===== src/rtl/unstripe_cfg_if.sv =====
// Bundles the config handshake, the data qualifiers and the status outputs
// exchanged between the unstripe sequencing controller and its neighbours.
interface unstripe_cfg_if;
  logic        cfg_req;
  logic [5:0]  cfg_pipewidth;
  logic [4:0]  cfg_lanes;
  logic        cfg_ack;
  logic        cfg_err;
  logic        in_valid;
  logic        in_ready;
  logic [5:0]  pipewidth_o;
  logic [4:0]  lanesnumber_o;
  logic        out_valid;
  logic [6:0]  out_bytes;
  logic [15:0] word_cnt;
  logic        drop_err;
  logic        busy;

  modport slave (
    input  cfg_req, cfg_pipewidth, cfg_lanes, in_valid,
    output cfg_ack, cfg_err, in_ready, pipewidth_o, lanesnumber_o,
           out_valid, out_bytes, word_cnt, drop_err, busy
  );

  modport master (
    output cfg_req, cfg_pipewidth, cfg_lanes, in_valid,
    input  cfg_ack, cfg_err, in_ready, pipewidth_o, lanesnumber_o,
           out_valid, out_bytes, word_cnt, drop_err, busy
  );
endinterface


===== src/rtl/unstripe_cfg_ctrl.sv =====
// Sequences PIPEWIDTH/LANESNUMBER changes for the receive unstriper (request,
// drain, apply or reject) and qualifies its one-cycle-registered output.
module unstripe_cfg_ctrl #(
  parameter int unsigned DRAIN_CYCLES = 1
) (
  input  logic           clk,
  input  logic           reset,
  unstripe_cfg_if.slave  bus
);
  localparam logic [3:0] DRAIN_LOAD = (DRAIN_CYCLES == 32'd0) ? 4'd1 : 4'(DRAIN_CYCLES);

  typedef enum logic [2:0] {
    ST_UNCFG  = 3'd0,
    ST_ACTIVE = 3'd1,
    ST_DRAIN  = 3'd2,
    ST_APPLY  = 3'd3,
    ST_REJECT = 3'd4
  } state_t;

  function automatic logic cfg_legal(input logic [5:0] pw, input logic [4:0] ln);
    logic pw_ok;
    logic ln_ok;
    case (pw)
      6'd8, 6'd16, 6'd32: pw_ok = 1'b1;
      default:            pw_ok = 1'b0;
    endcase
    case (ln)
      5'd1, 5'd2, 5'd4, 5'd8, 5'd16: ln_ok = 1'b1;
      default:                       ln_ok = 1'b0;
    endcase
    return pw_ok & ln_ok;
  endfunction

  // Only legal configs are ever applied, so the product always fits 1..64.
  function automatic logic [6:0] word_bytes(input logic [2:0] pw_div8, input logic [4:0] ln);
    return 7'({4'b0000, pw_div8} * {2'b00, ln});
  endfunction

  state_t      state_r, state_s;
  logic [3:0]  drain_cnt_r;
  logic        cfg_valid_r;
  logic [5:0]  pipewidth_r;
  logic [4:0]  lanes_r;
  logic        in_ready_r, busy_r, cfg_ack_r, cfg_err_r;
  logic        out_valid_r;
  logic [6:0]  out_bytes_r;
  logic [15:0] word_cnt_r;
  logic        drop_err_r;
  logic        accepted_s;

  assign accepted_s = bus.in_valid & in_ready_r;

  // Next-state decode; requests are sampled only in UNCFG and ACTIVE.
  always_comb begin
    state_s = state_r;
    case (state_r)
      ST_UNCFG, ST_ACTIVE: begin
        if (bus.cfg_req) begin
          state_s = cfg_legal(bus.cfg_pipewidth, bus.cfg_lanes) ? ST_DRAIN : ST_REJECT;
        end else begin
          state_s = state_r;
        end
      end
      ST_DRAIN: begin
        if (drain_cnt_r <= 4'd1) begin
          state_s = ST_APPLY;
        end else begin
          state_s = ST_DRAIN;
        end
      end
      ST_APPLY:  state_s = ST_ACTIVE;
      ST_REJECT: state_s = cfg_valid_r ? ST_ACTIVE : ST_UNCFG;
      default:   state_s = ST_UNCFG;
    endcase
  end

  // State register plus state-decoded flags registered from the next state.
  always_ff @(posedge clk or negedge reset) begin
    if (!reset) begin
      state_r    <= ST_UNCFG;
      in_ready_r <= 1'b0;
      busy_r     <= 1'b0;
      cfg_ack_r  <= 1'b0;
      cfg_err_r  <= 1'b0;
    end else begin
      state_r    <= state_s;
      in_ready_r <= (state_s == ST_ACTIVE);
      busy_r     <= (state_s == ST_DRAIN) || (state_s == ST_APPLY) || (state_s == ST_REJECT);
      cfg_ack_r  <= (state_s == ST_APPLY) || (state_s == ST_REJECT);
      cfg_err_r  <= (state_s == ST_REJECT);
    end
  end

  // Drain counter: held at the load value outside DRAIN, so it is loaded on entry.
  always_ff @(posedge clk or negedge reset) begin
    if (!reset) begin
      drain_cnt_r <= DRAIN_LOAD;
    end else if (state_r != ST_DRAIN) begin
      drain_cnt_r <= DRAIN_LOAD;
    end else begin
      drain_cnt_r <= drain_cnt_r - 4'd1;
    end
  end

  // Unstriper configuration; changes only in APPLY.
  always_ff @(posedge clk or negedge reset) begin
    if (!reset) begin
      pipewidth_r <= 6'd0;
      lanes_r     <= 5'd0;
      cfg_valid_r <= 1'b0;
    end else if (state_r == ST_APPLY) begin
      pipewidth_r <= bus.cfg_pipewidth;
      lanes_r     <= bus.cfg_lanes;
      cfg_valid_r <= 1'b1;
    end else begin
      pipewidth_r <= pipewidth_r;
      lanes_r     <= lanes_r;
      cfg_valid_r <= cfg_valid_r;
    end
  end

  // Output qualifier aligned with the unstriper register, word count and drop flag.
  always_ff @(posedge clk or negedge reset) begin
    if (!reset) begin
      out_valid_r <= 1'b0;
      out_bytes_r <= 7'd0;
      word_cnt_r  <= 16'd0;
      drop_err_r  <= 1'b0;
    end else begin
      out_valid_r <= accepted_s;
      out_bytes_r <= accepted_s ? word_bytes(pipewidth_r[5:3], lanes_r) : 7'd0;
      if (state_r == ST_APPLY) begin
        word_cnt_r <= 16'd0;
      end else if (out_valid_r && (word_cnt_r != 16'hFFFF)) begin
        word_cnt_r <= word_cnt_r + 16'd1;
      end else begin
        word_cnt_r <= word_cnt_r;
      end
      drop_err_r <= drop_err_r | (bus.in_valid & ~in_ready_r);
    end
  end

  assign bus.in_ready      = in_ready_r;
  assign bus.busy          = busy_r;
  assign bus.cfg_ack       = cfg_ack_r;
  assign bus.cfg_err       = cfg_err_r;
  assign bus.pipewidth_o   = pipewidth_r;
  assign bus.lanesnumber_o = lanes_r;
  assign bus.out_valid     = out_valid_r;
  assign bus.out_bytes     = out_bytes_r;
  assign bus.word_cnt      = word_cnt_r;
  assign bus.drop_err      = drop_err_r;
endmodule


===== src/flat_wrapper.sv =====
// flat-port wrapper written by rule: the top's interface ports become plain ports
module unstripe_cfg_ctrl_flat 
#(
  parameter int unsigned DRAIN_CYCLES = 1
)
  (clk, reset, bus_cfg_req, bus_cfg_pipewidth, bus_cfg_lanes, bus_in_valid, bus_cfg_ack, bus_cfg_err, bus_in_ready, bus_pipewidth_o, bus_lanesnumber_o, bus_out_valid, bus_out_bytes, bus_word_cnt, bus_drop_err, bus_busy);
  unstripe_cfg_if bus_i ();
  input  logic clk;
  input  logic reset;
  input wire logic [$bits(bus_i.cfg_req)-1:0] bus_cfg_req;
  input wire logic [$bits(bus_i.cfg_pipewidth)-1:0] bus_cfg_pipewidth;
  input wire logic [$bits(bus_i.cfg_lanes)-1:0] bus_cfg_lanes;
  input wire logic [$bits(bus_i.in_valid)-1:0] bus_in_valid;
  output wire logic [$bits(bus_i.cfg_ack)-1:0] bus_cfg_ack;
  output wire logic [$bits(bus_i.cfg_err)-1:0] bus_cfg_err;
  output wire logic [$bits(bus_i.in_ready)-1:0] bus_in_ready;
  output wire logic [$bits(bus_i.pipewidth_o)-1:0] bus_pipewidth_o;
  output wire logic [$bits(bus_i.lanesnumber_o)-1:0] bus_lanesnumber_o;
  output wire logic [$bits(bus_i.out_valid)-1:0] bus_out_valid;
  output wire logic [$bits(bus_i.out_bytes)-1:0] bus_out_bytes;
  output wire logic [$bits(bus_i.word_cnt)-1:0] bus_word_cnt;
  output wire logic [$bits(bus_i.drop_err)-1:0] bus_drop_err;
  output wire logic [$bits(bus_i.busy)-1:0] bus_busy;
  assign bus_i.cfg_req = bus_cfg_req;
  assign bus_i.cfg_pipewidth = bus_cfg_pipewidth;
  assign bus_i.cfg_lanes = bus_cfg_lanes;
  assign bus_i.in_valid = bus_in_valid;
  assign bus_cfg_ack = bus_i.cfg_ack;
  assign bus_cfg_err = bus_i.cfg_err;
  assign bus_in_ready = bus_i.in_ready;
  assign bus_pipewidth_o = bus_i.pipewidth_o;
  assign bus_lanesnumber_o = bus_i.lanesnumber_o;
  assign bus_out_valid = bus_i.out_valid;
  assign bus_out_bytes = bus_i.out_bytes;
  assign bus_word_cnt = bus_i.word_cnt;
  assign bus_drop_err = bus_i.drop_err;
  assign bus_busy = bus_i.busy;
  unstripe_cfg_ctrl #(.DRAIN_CYCLES(DRAIN_CYCLES)) u_core (.clk(clk), .reset(reset), .bus(bus_i));
endmodule

===== config.mk =====
export PLATFORM = sky130hd
export DESIGN_NAME = unstripe_cfg_ctrl_flat
export DESIGN_NICKNAME = d
export VERILOG_FILES = /design/src/rtl/unstripe_cfg_if.sv /design/src/rtl/unstripe_cfg_ctrl.sv /design/src/flat_wrapper.sv
export SDC_FILE = /design/constraint.sdc
export NUM_CORES = 1
export LEC_CHECK = 0
export CAP_MARGIN = 15
export CORE_MARGIN = 1
export CORE_UTILIZATION = 53
export CTS_CLUSTER_DIAMETER = 150
export DETAILED_ROUTE_END_ITERATION = 6
export HOLD_SLACK_MARGIN = 0.12
export PLACE_DENSITY = 0.84
export SYNTH_ARGS = -nofsm -noshare
export SYNTH_HDL_FRONTEND = slang
export SYNTH_SLANG_ARGS = --single-unit

===== constraint.sdc =====
create_clock -name clk -period 5.7 [get_ports clk]
set_input_delay 1.71 -clock clk [delete_from_list [all_inputs] [get_ports clk]]
set_output_delay 1.71 -clock clk [all_outputs]
set_load 0.01 [all_outputs]

==> results of run 1 <==
==> synth_stat cells, types with 2 or more instances <==
master    number
o21ai_0        4
fa_1           4
or4_1          2
inv_1         14
o41ai_1        2
a21boi_0       2
nand3_1        4
xnor2_1        9
xor2_1         9
a21oi_1        7
nand4_1        3
or3_1          3
nor3_1         6
a31oi_1        2
nand2b_1       4
clkbuf_1       5
a21o_1         5
and2_1         5
a211oi_1       3
nor2_1        24
nand3_2        3
dfrtp_1       47
ha_1           9
o211ai_1       2
and3_1         4
nand2_1       55
==> layout make-up <==
class | count | area share, %
clock buffer | 6 | 2.34
clock inverter | 1 | 0.161
inverter | 14 | 1.69
multi-input combinational | 185 | 37.1
sequential | 48 | 38.7
tap | 52 | 2.10
timing repair buffer | 55 | 17.9
==> through the flow <==
stage               hold slack, ns  std cells  setup slack (ns)  utilization [%]
floorplan                    0.435        252              2.84                -
global placement             0.437        353              2.30             68.6
detailed placement           0.460        353              2.25             68.6
CTS                          0.481        360              2.56             70.4
global route                 0.499        361              2.47             70.8
finish                       0.473        361              2.57             70.8
==> cell families after synthesis <==
family,count (synthesis),share of synthesized area (%)
flops,48,49.6
buf+inv,19,2.94
compound gates,33,9.44
fa+ha+maj,13,7.94
simple gates,121,23.6
xor+xnor,18,6.50
==> final timing paths <==
path	start	to	slack [ns]
max	bus_cfg_lanes[3]	u_core.bus.cfg_ack	2.57
min	u_core.bus.drop_err	u_core.bus.drop_err	0.47
max reg2reg	u_core.bus.pipewidth_o[5]	u_core.bus.out_bytes[6]	3.33
min reg2reg	u_core.bus.drop_err	u_core.bus.drop_err	0.47
max in group asynchronous	reset	u_core.drain_cnt_r[0]	3.74
min in group asynchronous	reset	u_core.bus.out_bytes[1]	1.37
==> where the power goes <==
group / leakage [uW] / internal [uW] / switching [uW] / total, uW
clock network: 0.0000410 / 83.6 / 108 / 192
logic: 0.000780 / 116 / 99.9 / 216
registers: 0.000607 / 370 / 33.3 / 403
==> layer usage <==
layer / part of all wire [%] / vias to the layer above / global-route usage (%)
met5: 0 / - / 0
met4: 0.76 / 0 / 7.33
met3: 4.1 / 4 / 5.96
met2: 49 / 57 / 36.8
met1: 46 / 970 / 29.3
li1: - / 956 / -
==> registers in the layout, indices dropped and copies added (netlist names), 3 cells and up <==
| name | cells |
|---|---|
| u_core.drain_cnt_r | 4 |
| u_core.bus.out_bytes | 7 |
| u_core.state_r | 3 |
| u_core.bus.pipewidth_o | 6 |
| u_core.bus.lanesnumber_o | 5 |
| u_core.bus.word_cnt | 16 |
==> impl_metrics.ini, run 1 <==
[yosys]
synth_area_leaders = dfrtp_1, nand2_1, ha_1, nor2_1, fa_1
postSynthRegisterBits = 48
async_reset_ff_share_pct = 100
synth-warning-count = 0
synth-edff-count = 0
synthDominantCellAreaShare_pct = 48.5
syn_inst = 252
netlist_area_um2 = 2430
syn_area_per_cell_um2 = 9.63
ys_seq_area_share_pct = 49.6
synth-main-ff-cell = dfrtp_1
yosys.area.top_type = dfrtp_1
ys_types = 41
syn_nets = 280

[cells_and_area]
regArea_um2 = 1200
diodes = 0
layout.nets = 337
layout_common_cells = nand2_1, clkdlybuf4s50_1, dfrtp_1
final_area_um2 = 3110
num-fill-cells = 337
layout-drive-gt1-share_pct = 5.18
layout_commonest_cell = nand2_1
syn2layout_area_growth_pct = 28.0
multi_input_area_um2 = 1150

[timing]
period_needed_ns = 3.13
clock.fmax_mhz = 319
fin_tns_setup_ns = 0
relSlewSlack_pct = 40.9
worstMarginPinSlew_ns = 0.886
fin_worst_skew_ns = 0.00568
setup_viol = 0
rsz0062_at_grt = no
hold_viol_final = 0
finalMaxSlewViolations = 0
period_share_pct = 55.0

[clock_network]
clock_latency_ns = 0.30
hold_buffers = 0
cts_buffer_depth = 2
cts_inserted_buffers = 5
cts_setup_buffers = 0
cts_resized = 0
cts_tree = yes
cts_root_buffer = clkbuf_8
clk_pin_slew_ns = 0.09
htreeDepth = 2
cts_sinks = 48

[die]
io_pins = 55
die_w_um = 69.7
initial_core_util_pct = 55.3
die_area_um2 = 4850
rows = 24
fp.dieH_um = 69.7
core-area_um2 = 4380

[run]
maxCapViolations = 0

[drt]
wire_per_inst_um = 14.2
dr_total_vias = 1987
drc = 0
drt_iter0_drc = 144
antenna_left = 0
avgViaCountPerCell = 5.50
first_pass_iters = 4
drt-total-wl_mm = 5.12

[status]
outcome = complete, no violations

[grt]
grt_max_degree = 49
grt-ovfl-total = 0
antenna_found_initial = 0
grt_pass1_wl_mm = 8.67
grt_pass1_vias = 1932
grt_usage_pct = 22.5

[critical_path]
critPathArrivalTime_ns = 3.33
rr_worst_depth = 11
cp_slowest_cell = clkdlybuf4s50_1
path_max_fanout = 4
required_ns = 5.90
crit_family = compound AO/OA/AOI/OAI gates
critPathLaunchType = primary input
endpoint_kind = flop
crit_chain = clkdlybuf4s50_1 > or3_1 > a221oi_1 > o41ai_1 > a21o_1
critPathBufInv = 1
slowest_delay_ns = 0.46
cp.depth = 5
crit_type = in -> reg

[placement]
port_buffers = 54
post_dp_cell_area_um2 = 3010
dp_hpwl_mm = 3.63
place.gp.congestion = 0.789

[power]
leakagePower_uw = 0.00143
finalPower_uw = 811
peakVddDrop_mv = 0.138
powerDensity_nw_per_um2 = 261

[worst_hold_path]
min_path_cells = 1
hold_path.class = reg -> reg
No activity file was read; power rests on OpenSTA's default activity.
==> run 2: changes to the inputs <==
--- a/config.mk
+++ b/config.mk
@@ -7,11 +7,11 @@
 export LEC_CHECK = 0
 export CAP_MARGIN = 15
 export CORE_MARGIN = 1
-export CORE_UTILIZATION = 53
+export CORE_UTILIZATION = 50
 export CTS_CLUSTER_DIAMETER = 150
 export DETAILED_ROUTE_END_ITERATION = 6
 export HOLD_SLACK_MARGIN = 0.12
-export PLACE_DENSITY = 0.84
+export PLACE_DENSITY = 0.8
 export SYNTH_ARGS = -nofsm -noshare
 export SYNTH_HDL_FRONTEND = slang
 export SYNTH_SLANG_ARGS = --single-unit
==> constraint.sdc (replaced) <==
create_clock -name clk -period 3.2 [get_ports clk]
set_input_delay 0.96 -clock clk [delete_from_list [all_inputs] [get_ports clk]]
set_output_delay 0.96 -clock clk [all_outputs]
set_load 0.01 [all_outputs]
==> impl_metrics.ini, run 2 (synthesis gave the netlist of run 1 again) <==
[status]
outcome = complete, no violations

[critical_path]
crit_chain = clkdlybuf4s50_1 > or3_1 > a221oi_1 > o41ai_1 > a21o_1
required_ns = 3.40
critPathLaunchType = primary input
endpoint_kind = flop
crit_family = compound AO/OA/AOI/OAI gates
slowest_delay_ns = 0.48
critPathLaunch = bus_cfg_lanes[2]
cp_slowest_cell = clkdlybuf4s50_1
critPathBufInv = 1
critPathArrivalTime_ns = 2.58
crit_type = in -> reg
path_max_fanout = 4
reg2reg_from = u_core.bus.pipewidth_o[5]

[clock_network]
cts_root_buffer = clkbuf_8
cts_tree = yes
hold_buffers = 0
htreeDepth = 2
cts_inserted_buffers = 5
cts_sinks = 48
clk_pin_slew_ns = 0.09
clock_latency_ns = 0.30
cts_buffer_depth = 2
cts_setup_buffers = 0
cts_resized = 0

[drt]
antenna_left = 0
drc = 0
wire_per_inst_um = 13.7
drt-total-wl_mm = 4.98
first_pass_iters = 4
drt_iter0_drc = 85
dr_total_vias = 1934
avgViaCountPerCell = 5.34

[die]
rows = 24
die_w_um = 71.7
core-area_um2 = 4500
io_pins = 55
die_area_um2 = 5130
fp.dieH_um = 71.7
initial_core_util_pct = 53.9

[cells_and_area]
layout.nets = 337
layout_common_cells = nand2_1, clkdlybuf4s50_1, dfrtp_1
num-fill-cells = 357
diodes = 0
syn2layout_area_growth_pct = 29.8
layout-drive-gt1-share_pct = 5.48
final_area_um2 = 3150
layout_commonest_cell = nand2_1
largest_reg_flops = 16

[power]
net-switching-power_uw = 437
p_int_uw = 1180
switching_share_pct = 27.1
peakVddDrop_mv = 0.241
pwr-share-seq_pct = 44.4
powerDensity_nw_per_um2 = 513
combPwrFrac_pct = 24.1
pwr-share-clk_pct = 31.5
leakagePower_uw = 0.00145

[placement]
port_buffers = 54
post_dp_cell_area_um2 = 3020
place.gp.congestion = 0.751
dp_hpwl_mm = 3.63

[grt]
grt_pass1_wl_mm = 8.13
grt-ovfl-total = 0
grt_max_degree = 36
grt_usage_pct = 20.7
antenna_found_initial = 0
grt_pass1_vias = 1823

[timing]
rsz0062_at_grt = no
fin_worst_skew_ns = 0.00951
relSlewSlack_pct = 42.4
worstMarginPinSlew_ns = 0.864
period_needed_ns = 2.38
fin_tns_setup_ns = 0
clock.fmax_mhz = 420
hold_viol_final = 0
period_share_pct = 74.3
setup_viol = 0
finalMaxSlewViolations = 0

[run]
maxCapViolations = 0

[worst_hold_path]
hp-start = u_core.bus.drop_err
hold_path.class = reg -> reg
[run 2: changes by cell type in the layout (fill, tap and decap cells not counted)]
cell	previous run	this run
buf_12	1	0
buf_4	0	1
bufinv_16	0	2
clkinv_2	1	0
[run 2: metrics by stage]
step                      instances  setup WS [ns]  total power, uW  hold WS [ns]  util [%]
final                           362          0.822             1620         0.468      69.9
after global routing            362          0.641             1700         0.491      69.9
after CTS                       362          0.824             1630         0.481      69.9
after detailed placement        354          0.498             1120         0.464      66.9
after floorplan                 252           1.01              934         0.435         -
after global placement          354          0.558             1100         0.439      66.9
[run 2: power by group through the flow]
stage	Combinational, uW	Clock, uW	Sequential (uW)
floorplan	198	0	736
global placement	370	0	726
detailed placement	387	0	728
CTS	393	523	716
global route	432	546	723
finish	389	509	717
[run 2: path summary, 6_finish.rpt]
check / endpoint / slack, ns / cells after the start
worst max-delay path: u_core.bus.cfg_ack / 0.82 / 5
max in group asynchronous: u_core.bus.out_bytes[3] / 1.94 / 2
worst min register to register: u_core.bus.drop_err / 0.47 / 1
worst min-delay path: u_core.bus.drop_err / 0.47 / 1
min in group asynchronous: u_core.bus.word_cnt[13] / 0.53 / 1
worst max register to register: u_core.bus.out_bytes[6] / 0.86 / 11
[run 2: cell type report]
| type | instances | area, um^2 | share of cell area [%] |
|---|---|---|---|
| repair buffers | 55 | 543 | 17.2 |
| well taps | 52 | 65.1 | 2.07 |
| inverters | 14 | 52.6 | 1.67 |
| clock buffers | 6 | 72.6 | 2.31 |
| clock inverters | 2 | 60.1 | 1.91 |
| multi-input cells | 185 | 1150 | 36.6 |
| flip-flops and latches | 48 | 1200 | 38.2 |
[run 2: layer usage]
| metal | wire [um] | global-route usage, % |
|---|---|---|
| met1 | 2320 | 26.7 |
| met2 | 2320 | 32.8 |
| met3 | 254 | 6.05 |
| met4 | 82 | 8.50 |
| met5 | 0 | 0 |
==> run 3: changes to the inputs <==
==> constraint.sdc (replaced) <==
create_clock -name clk -period 2.45 [get_ports clk]
set_input_delay 0.735 -clock clk [delete_from_list [all_inputs] [get_ports clk]]
set_output_delay 0.735 -clock clk [all_outputs]
set_load 0.01 [all_outputs]
==> impl_metrics.ini, run 3 (synthesis gave the netlist of run 1 again) <==
[status]
outcome = complete, no violations

[placement]
place_ws_ns = 0.0567
placedCellCount = 357
port_buffers = 54
place.gp.congestion = 0.758
post_dp_cell_area_um2 = 3050
dp_hpwl_mm = 3.58

[grt]
grt-ovfl-total = 0
grt_max_degree = 49
grt_pass1_wl_mm = 8.52
grt_usage_pct = 21.4
antenna_found_initial = 0
grt_pass1_vias = 1914

[drt]
m1WireLength_mm = 2.28
wl_met3_um = 279
antenna_left = 0
avgViaCountPerCell = 5.37
drt_iter0_drc = 133
top_layer = met4
wire_per_inst_um = 13.4
dr_total_vias = 1967
drt-total-wl_mm = 4.91
drc = 0
dr_wl_met2_mm = 2.30
first_pass_iters = 4

[die]
fp.dieH_um = 71.7
io_pins = 55
core-area_um2 = 4500
die_w_um = 71.7
initial_core_util_pct = 53.9
rows = 24
die_area_um2 = 5130

[critical_path]
rr_worst_depth = 11
crit_type = reg -> reg
crit_chain = nand2_1 > fa_1 > inv_1 > ha_1 > inv_1 > fa_1 > inv_1 > a21o_1 > a21oi_1 > xnor2_1 > nor2_1
reg2reg_from = u_core.bus.pipewidth_o[5]
r2r_slack_ns = 0.15
endpoint_kind = flop
critPathLaunchType = flop
cp_slowest_cell = fa_1
cp_common_cell = inv_1
critPathBufInv = 3
slowest_delay_ns = 0.53
critPathArrivalTime_ns = 2.48
required_ns = 2.64
crit_family = adder cells
timing.rr.end = u_core.bus.out_bytes[6]
path_max_fanout = 7

[clock_network]
cts_inserted_buffers = 5
cts_root_buffer = clkbuf_8
clk_pin_slew_ns = 0.09
htreeDepth = 2
clock_latency_ns = 0.30
cts_tree = yes
hold_buffers = 0
cts_sinks = 48
cts_buffer_depth = 2

[cells_and_area]
syn2layout_area_growth_pct = 30.0
stdcell_count = 366
layout-drive-gt1-share_pct = 7.64
largest_reg_flops = 16
layout_commonest_cell = nand2_1
layout.nets = 341
layout_common_cells = nand2_1, clkdlybuf4s50_1, dfrtp_1
diodes = 0
final_area_um2 = 3150

[power]
leakagePower_uw = 0.00146
net-switching-power_uw = 568
switching_share_pct = 29.4
combPwrFrac_pct = 26.7
peakVddDrop_mv = 0.380
p_int_uw = 1360
pwr-share-seq_pct = 48.4
pwr-share-clk_pct = 24.9
finalPower_uw = 1930
powerDensity_nw_per_um2 = 612

[timing]
finalMaxSlewViolations = 0
clock.fmax_mhz = 436
fin_ws_ns = 0.154
fin_tns_setup_ns = 0
setup_viol = 0
fin_worst_skew_ns = 0.00535
period_needed_ns = 2.30
period_share_pct = 93.7
relSlewSlack_pct = 39.8
worstMarginPinSlew_ns = 0.904
hold_viol_final = 0
rsz0062_at_grt = no

[worst_hold_path]
hold_path.class = in -> async

[run]
maxCapViolations = 0
==> run 3: per-stage QoR <==
step	util, %	hold slack (ns)
global route	70.0	0.416
global placement	67.7	0.439
detailed placement	67.7	0.446
floorplan	-	0.435
CTS	69.8	0.407
finish	70.0	0.392
==> run 3: worst max-delay path by stage <==
stage | startpoint | endpoint | slack [ns] | cells after the start
floorplan | u_core.bus.pipewidth_o[5] | u_core.bus.out_bytes[6] | 0.26 | 11
global placement | bus_cfg_lanes[4] | u_core.bus.cfg_ack | 0.08 | 5
detailed placement | bus_cfg_lanes[4] | u_core.bus.cfg_ack | 0.06 | 5
CTS | u_core.bus.pipewidth_o[5] | u_core.bus.out_bytes[6] | 0.08 | 11
global route | u_core.bus.pipewidth_o[5] | u_core.bus.out_bytes[6] | 0.005 | 11
finish | u_core.bus.pipewidth_o[5] | u_core.bus.out_bytes[6] | 0.15 | 11
==> run 3: final cells by class <==
class | count | area (um^2)
repair buffers | 59 | 586
fillers | 376 | 1350
flip-flops and latches | 48 | 1200
multi-input cells | 185 | 1150
clock buffers | 6 | 82.6
clock inverters | 2 | 10.0
inverters | 14 | 52.6
well taps | 52 | 65.1
==> run 3: layer usage <==
layer | vias to the layer above | global-route usage, %
met5 | - | 0
met1 | 934 | 28.1
met4 | 0 | 6.10
met2 | 62 | 35.0
li1 | 965 | -
met3 | 6 | 5.77
==> run 3: power by group through the flow <==
| stage | Combinational [uW] | Clock [uW] | Sequential, uW |
|---|---|---|---|
| final | 514 | 481 | 935 |
| after global routing | 577 | 533 | 945 |
| after detailed placement | 509 | 0 | 948 |
| after CTS | 515 | 493 | 934 |
| after floorplan | 258 | 0 | 962 |
| after global placement | 489 | 0 | 948 |
==> run 3: what timing repair did <==
action                     in CTS  in global routing
buffers inserted                0                  1
gates resized for setup         0                  2
setup endpoints to repair       0                  1
